--- src/rtl/mem_array_if.sv ---
`default_nettype none
// +------------------------------------------------------------------+
// | mem_array_if: request/response bundle for the mem_array scratch   |
// | memory; pinj/perr exist only when MEM_PARITY_EN is defined.       |
// | Revision: 1.0                                                      |
// +------------------------------------------------------------------+
interface mem_array_if #(
    parameter int WIDTH = 8,
    parameter int AW    = 3
);
    logic             clr;
    logic             sel;
    logic             op;
    logic [AW-1:0]    addr;
    logic [WIDTH-1:0] inp;
    logic [WIDTH-1:0] outp;
    logic             done;
    logic             busy;
`ifdef MEM_PARITY_EN
    logic             pinj;
    logic             perr;

    modport master (
        output clr, sel, op, addr, inp, pinj,
        input  outp, done, busy, perr
    );
    modport slave (
        input  clr, sel, op, addr, inp, pinj,
        output outp, done, busy, perr
    );
`else
    modport master (
        output clr, sel, op, addr, inp,
        input  outp, done, busy
    );
    modport slave (
        input  clr, sel, op, addr, inp,
        output outp, done, busy
    );
`endif
endinterface
`default_nettype wire

--- src/rtl/mem_array.sv ---
`default_nettype none
// +------------------------------------------------------------------+
// | mem_array: DEPTH x WIDTH single-port word memory with registered  |
// | read, one-cycle done pulse and a self-clearing sweep FSM.         |
// | Optional even-parity storage/check enabled by MEM_PARITY_EN.      |
// | Revision: 1.0                                                      |
// +------------------------------------------------------------------+
module mem_array #(
    parameter int WIDTH = 8,
    parameter int DEPTH = 8,
    parameter int AW    = 3
) (
    input  logic        clk,
    input  logic        rst_n,
    mem_array_if.slave  bus
);

`ifdef MEM_PARITY_EN
    localparam int c_pw = 1;
`else
    localparam int c_pw = 0;
`endif
    localparam int            c_mw   = WIDTH + c_pw;
    localparam logic [AW-1:0] c_last = AW'(DEPTH - 1);

    typedef enum logic [0:0] {
        ST_CLEAR = 1'b0,
        ST_IDLE  = 1'b1
    } state_t;

    state_t           state_q;
    logic [AW-1:0]    cptr_q;
    logic             hold_q;
    logic             busy_q;
    logic             done_q;
    logic [WIDTH-1:0] outp_q;
    logic [c_mw-1:0]  mem_q [DEPTH];

    logic             w_in_range;
    logic             w_acc;
    logic             w_mem_we;
    logic [AW-1:0]    w_mem_addr;
    logic [c_mw-1:0]  w_mem_wdata;
    logic [c_mw-1:0]  w_rd_word;

    assign w_in_range = ({1'b0, bus.addr} < (AW + 1)'(DEPTH));
    assign w_acc      = (state_q == ST_IDLE) && !bus.clr && bus.sel;
    assign w_rd_word  = w_in_range ? mem_q[bus.addr] : '0;

    // A clear request costs one idle transition cycle before the sweep begins.
    always_comb begin
        w_mem_we    = 1'b0;
        w_mem_addr  = cptr_q;
        w_mem_wdata = '0;
        if (state_q == ST_CLEAR) begin
            w_mem_we = !bus.clr && !hold_q;
        end else if (w_acc && bus.op && w_in_range) begin
            w_mem_we   = 1'b1;
            w_mem_addr = bus.addr;
`ifdef MEM_PARITY_EN
            w_mem_wdata = {(^bus.inp) ^ bus.pinj, bus.inp};
`else
            w_mem_wdata = bus.inp;
`endif
        end
    end

    always_ff @(posedge clk) begin
        if (w_mem_we) begin
            mem_q[w_mem_addr] <= w_mem_wdata;
        end
    end

`ifdef MEM_PARITY_EN
    logic perr_q;
    logic w_rd_perr;

    // Stored bit is even parity of the data, so a good word XORs to zero.
    assign w_rd_perr = ^w_rd_word;
    assign bus.perr  = perr_q;
`endif

    always_ff @(posedge clk or negedge rst_n) begin
        if (!rst_n) begin
            state_q <= ST_CLEAR;
            cptr_q  <= '0;
            hold_q  <= 1'b0;
            busy_q  <= 1'b1;
            done_q  <= 1'b0;
            outp_q  <= '0;
`ifdef MEM_PARITY_EN
            perr_q  <= 1'b0;
`endif
        end else begin
            done_q <= 1'b0;
`ifdef MEM_PARITY_EN
            perr_q <= 1'b0;
`endif
            if (state_q == ST_CLEAR) begin
                if (bus.clr) begin
                    cptr_q <= '0;
                    hold_q <= 1'b1;
                    busy_q <= 1'b1;
                end else if (hold_q) begin
                    hold_q <= 1'b0;
                end else if (cptr_q == c_last) begin
                    state_q <= ST_IDLE;
                    cptr_q  <= '0;
                    busy_q  <= 1'b0;
                end else begin
                    cptr_q <= cptr_q + 1'b1;
                end
            end else begin
                if (bus.clr) begin
                    state_q <= ST_CLEAR;
                    cptr_q  <= '0;
                    hold_q  <= 1'b1;
                    busy_q  <= 1'b1;
                end else if (bus.sel) begin
                    done_q <= 1'b1;
                    if (!bus.op) begin
                        outp_q <= w_rd_word[WIDTH-1:0];
`ifdef MEM_PARITY_EN
                        perr_q <= w_rd_perr;
`endif
                    end
                end
            end
        end
    end

    assign bus.outp = outp_q;
    assign bus.done = done_q;
    assign bus.busy = busy_q;

endmodule
`default_nettype wire
--- src/flat_wrapper.sv ---
// flat-port wrapper written by rule: the top's interface ports become plain ports
module mem_array_flat 
#(
    parameter int WIDTH = 8,
    parameter int DEPTH = 8,
    parameter int AW    = 3
)
  (clk, rst_n, bus_clr, bus_sel, bus_op, bus_addr, bus_inp, bus_outp, bus_done, bus_busy);
  mem_array_if #(.WIDTH(WIDTH), .AW(AW)) bus_i ();
  input  logic clk;
  input  logic rst_n;
  input wire logic [$bits(bus_i.clr)-1:0] bus_clr;
  input wire logic [$bits(bus_i.sel)-1:0] bus_sel;
  input wire logic [$bits(bus_i.op)-1:0] bus_op;
  input wire logic [$bits(bus_i.addr)-1:0] bus_addr;
  input wire logic [$bits(bus_i.inp)-1:0] bus_inp;
  output wire logic [$bits(bus_i.outp)-1:0] bus_outp;
  output wire logic [$bits(bus_i.done)-1:0] bus_done;
  output wire logic [$bits(bus_i.busy)-1:0] bus_busy;
  assign bus_i.clr = bus_clr;
  assign bus_i.sel = bus_sel;
  assign bus_i.op = bus_op;
  assign bus_i.addr = bus_addr;
  assign bus_i.inp = bus_inp;
  assign bus_outp = bus_i.outp;
  assign bus_done = bus_i.done;
  assign bus_busy = bus_i.busy;
  mem_array #(.WIDTH(WIDTH), .DEPTH(DEPTH), .AW(AW)) u_core (.clk(clk), .rst_n(rst_n), .bus(bus_i));
endmodule
--- config.mk ---
export PLATFORM = sky130hd
export DESIGN_NAME = mem_array_flat
export DESIGN_NICKNAME = d
export VERILOG_FILES = /design/src/rtl/mem_array_if.sv /design/src/rtl/mem_array.sv /design/src/flat_wrapper.sv
export SDC_FILE = /design/constraint.sdc
export NUM_CORES = 1
export LEC_CHECK = 0
export CORE_MARGIN = 3
export CORE_UTILIZATION = 57
export DETAILED_ROUTE_END_ITERATION = 8
export GPL_ROUTABILITY_DRIVEN = 0
export GPL_TIMING_DRIVEN = 0
export PLACE_DENSITY = 0.77
export SLEW_MARGIN = 20
export SYNTH_ARGS = -nofsm -noshare
export SYNTH_HDL_FRONTEND = slang
export SYNTH_SLANG_ARGS = --single-unit
--- constraint.sdc ---
create_clock -name clk -period 2.97 [get_ports clk]
set_clock_uncertainty 0.05 [all_clocks]
set_input_delay 0.297 -clock clk [delete_from_list [all_inputs] [get_ports clk]]
set_output_delay 0.297 -clock clk [all_outputs]
set_load 0.01 [all_outputs]
# Yosys cells after proc, flatten, opt, wreduce, memory -nomap -nowiden
# Memory sizes are Yosys's and may differ from the RTL's. A register that Yosys moved wholly into a read port is not among the register bits.
# Cells that the tools add are included.
# word_totals
regBits	7
n_memories	1
input_bits	16
out_inout_bits	10
ram_bits	64
wordCells	51
# classes
n_mux	28
bitwise	2
eq_ne	3
addsub	1
reduce_logical	11
# memory_table
memory	words	width	read_ports	rd_ports_with_merged_regs	write_ports	line_no	text
u_core.mem_q	8	8	1	1	1	mem_array.sv:37	logic [c_mw-1:0] mem_q [DEPTH];
# ops
cell	count
$mux 3	7
$mux 1	19
$mux 8	2
$logic_and 1x1->1	4
$ne 2x2->1 const B	2
$reduce_and 4->1	1
$add 3x1->3 const B	1
$eq 3x3->1 const B	1
$logic_not 1->1	3
$reduce_and 3->1	1
$not 1->1	2
$reduce_and 2->1	1
$reduce_bool 2->1	1

# Logic depth before layout (Yosys ltp)
# depth
ltp_word	8
mapped_depth	6
mapped_depth_nobuf	5

# Worst setup path after synthesis
# No wires, ideal clock.
# synth_path
kind	register to register
startpoint	register u_core.state_q
endpoint	memory u_core.mem_q[0][0] (netlist name), enable pin
t_required_ns	2.525
n_path_buf	2
path_slack_ns	0.497
setup_time_ns	0.395
stages_incl_launch_ff	6
synth_period_minus_slack_ns	2.473
arrival_ns	2.029
cell_sequence	dfrtp_1 -> buf_6 -> and4b_1 -> buf_6 -> mux2_4 -> nor4_1
# synth_between
elab_chain_len	7
word_cells_on_any_way	9
cone_classes	6 x mux; 3 x reduce/logical
# synth_lines
item	line_no	text
start: declaration	mem_array.sv:31	state_t state_q;
start signal: assignment	mem_array.sv:85	state_q <= ST_CLEAR;
start signal: assignment	mem_array.sv:107	state_q <= ST_IDLE;
start signal: assignment	mem_array.sv:115	state_q <= ST_CLEAR;
$logic_and 1x1->1 (2 in series)	mem_array.sv:47	assign w_acc = (state_q == ST_IDLE) && !bus.clr && bus.sel;
$logic_and 1x1->1	mem_array.sv:57	end else if (w_acc && bus.op && w_in_range) begin
$mux 1	mem_array.sv:57	
$mux 1	mem_array.sv:55	if (state_q == ST_CLEAR) begin
$mux 1	mem_array.sv:69	if (w_mem_we) begin
$mux 1 (not written as such)	mem_array.sv:70	mem_q[w_mem_addr] <= w_mem_wdata;
end: declaration	mem_array.sv:37	
# Several ways; a longest one is shown, not always the timed one.

# Final worst setup path
# layout_path
startpoint	register u_core.state_q
endpoint	memory u_core.mem_q[3][4] (netlist name), enable pin
# Same word-level chain as after synthesis.

==> flow_summary_export.csv <==
group,metric,value,unit
status,status,"completed",
setup_path,arrival,2.39,ns
drt,drt_first_iter_violations,203,
pwr,peakVddDrop,547.7,uV
synth,synth_area_leaders,"edfxtp_1 58%, dfrtp_1 11%, mux2_2 5.8%",
hold_path,min_from,"bus_clr",
setup_path,rr_startpoint,"u_core.state_q$_DFF_PN0_",
setup_path,ff2ff_path_depth,7,
cts,clk_latency,0.35,ns
setup_path,cp_max_fo,10,
drt,ant_nets,0,
timing,setup_viol,0,
cts,ctsResizeCount,0,
cts,clockBufferDepth,2,
layout,final_common_cell,"edfxtp_1",
drt,drt_first_pass_iters,4,
synth,synth-simple-area-share,6.494,%
cts,clockRootBuffer,"clkbuf_8",
cts,cts_setup_buffers,0,
floorplan,dieHeight,82.03,um
synth,synth_edf_count,64,
setup_path,cp-end-kind,"flip-flop",
flow_run,max_cap_violations,0,
timing,whs,0.09005,ns
synth,synthCells,205,
setup_path,regToRegEndpoint,"u_core.mem_q[3][4]$_DFFE_PP_",
synth,yosys_warnings,0,
cts,clk_pin_slew,0.07,ns
timing,drv_slew,0,
layout,layoutNonFillerInstCount,324,
drt,vias,1945,
cts,cts_sinks,79,
synth,ys_seq_area_share,69.77,%
timing,min_period_over_period,80.25,%
floorplan,std_cell_rows,27,
timing,tightest_slew,0.7779,ns
drt,drt-vias-per-instance,6.003,
drt,drt-total-wl,6511,um
floorplan,io_pins,26,
synth,yosysTopAreaCell,"edfxtp_1",
grt,antenna_found_initial,0,
floorplan,start_util,59.46,%
grt,grtUsageTotal,21.31,%
synth,synth_top_family_by_area,"multiplexers",
timing,layout_setup_ws,0.5865,ns
synth,synthMuxAreaShare,12.50,%
grt,grt_max_degree,16,
floorplan,die_w,82.03,um
pwr,p_per_area,538.7,nW/um^2
synth,synth_compound_area_share,7.406,%
placement,numPortBuffers,23,
synth,synth_ff_type,"edfxtp_1",
cts,holdBufCountCts,0,
setup_path,critPathLaunchType,"flip-flop",
synth,async_reset_ff_share,18.99,%
setup_path,startpoint,"u_core.state_q$_DFF_PN0_",
floorplan,dieArea,6728,sq um
timing,relSlewSlack,47.98,%
pwr,power_leakage,1.546,nW
timing,fmax,0.4195,GHz
synth,yosys.area_share.adder,0.7596,%
setup_path,crit_end,"u_core.mem_q[3][4]$_DFFE_PP_",
grt,grt_pass1_wl,9880,um
floorplan,core_area,5540,sq um
synth,synth-seq-cells,79,
grt,grt_pass1_vias,1976,
synth,synth.avg_cell_area,16.07,sq um
setup_path,worstPathRequired,2.98,ns
layout,antennaDiodeCount,0,
layout,most-common-layout-cells,"64 x edfxtp_1, 23 x clkdlybuf4s50_1, 19 x mux2i_1, 17 x mux2_2, 14 x dfrtp_1",
layout,drive_gt1_share,24.21,%
synth,synth_cell_types,31,
timing,hold_viol_final,0,
grt,grt_overflow,0,
timing,period_minus_slack,2.384,ns
synth,synth_top_area_share,58.34,%
cts,cts-buffers-inserted,9,
pwr,power,2.103,mW
drt,wire_per_inst,20.10,um
setup_path,worstSetupPathType,"reg -> reg",
synth,synthesis.area,3294,sq um
drt,drc,0,
placement,post-dp-hpwl,4501,um
synth,synth_xor_area_share,0,%
timing,rsz0062_at_grt,"false",
timing,timing.setup.tns,0,ns
cts,cts_tree,"done",
synth,syn_nets,223,
layout,num-nets-final,265,
placement,place_inst,308,
layout,area_growth,18.50,%
placement,dp_slack,0.3181,ns
cts,htreeDepth,3,
setup_path,r2r_setup_slack,0.59,ns
hold_path,hp-class,"in -> reg",
## worst min path at each step
stage / to / slack (ns) / cells after the start
final: u_core.cptr_q[2]$_DFFE_PN0P_ / 0.09 / 2
after detailed placement: u_core.bus.outp[3]$_DFFE_PN0P_ / 0.43 / 2
after floorplan: u_core.bus.done$_DFF_PN0_ / -0.05 / 0
after global routing: u_core.cptr_q[1]$_DFFE_PN0P_ / 0.07 / 2
after CTS: u_core.cptr_q[2]$_DFFE_PN0P_ / 0.08 / 2
after global placement: u_core.bus.outp[5]$_DFFE_PN0P_ / 0.42 / 2
## per-stage QoR
stage               utilization [%]  cell area, sq um
floorplan                         -              3294
global placement              65.24              3615
detailed placement            67.05              3715
CTS                           70.46              3904
global route                  70.46              3904
finish                        70.46              3904
## cell type report
class | instances | area [sq um]
plain buffers | 12 | 97.59
flip-flops and latches | 79 | 2298
repair buffers | 31 | 280.3
fillers | 384 | 1637
well taps | 72 | 90.09
inverters | 1 | 3.754
clock inverters | 6 | 61.31
multi-input cells | 113 | 944.7
clock buffers | 10 | 127.6
## state kept, by name (all words and copies together) (netlist names)
register,count
u_core.hold_q,1
u_core.mem_q,64
u_core.bus.outp,8
u_core.state_q,1
u_core.bus.busy,1
u_core.bus.done,1
u_core.cptr_q,3
## worst max-delay path, cell delays in order (launching register included)
cell,delay [ns]
dfrtp_1,0.38
buf_6,0.14
and4b_1,0.21
buf_6,0.14
buf_6,0.14
mux2i_1,0.22
nor4_2,0.56
buf_4,0.26
## cell families (layout without fill, tap and decap cells)
group / Yosys count / in the layout
mux: 38 / 38
flops: 79 / 79
compound gates: 34 / 34
simple gates: 39 / 39
buf+inv: 13 / 60
fa+ha+maj: 2 / 2
## routing by layer
metal  GRT usage (%)  wire length (um)  vias up
met5               0                 0        -
met4           11.46               178        0
met3           4.605               301       16
met2           37.48              3434       65
met1           24.07              2596      979
li1                -                 -      885
## synth_stat cells (4+ instances only)
cell type	number
mux2i_1	19
nand2_1	13
and2_1	8
nor4_1	8
nor2_1	4
mux2_2	17
o22ai_1	8
buf_6	5
a22o_1	8
a21oi_1	4
edfxtp_1	64
dfrtp_1	14
o31ai_1	8
## power by group
part	total, mW	internal (mW)	leakage, nW	switching, mW
sequential	1.21	1.20	0.895	0.00937
clock	0.759	0.384	0.0876	0.375
combinational	0.136	0.0648	0.563	0.0710
No activity file was read; power rests on OpenSTA's default activity.
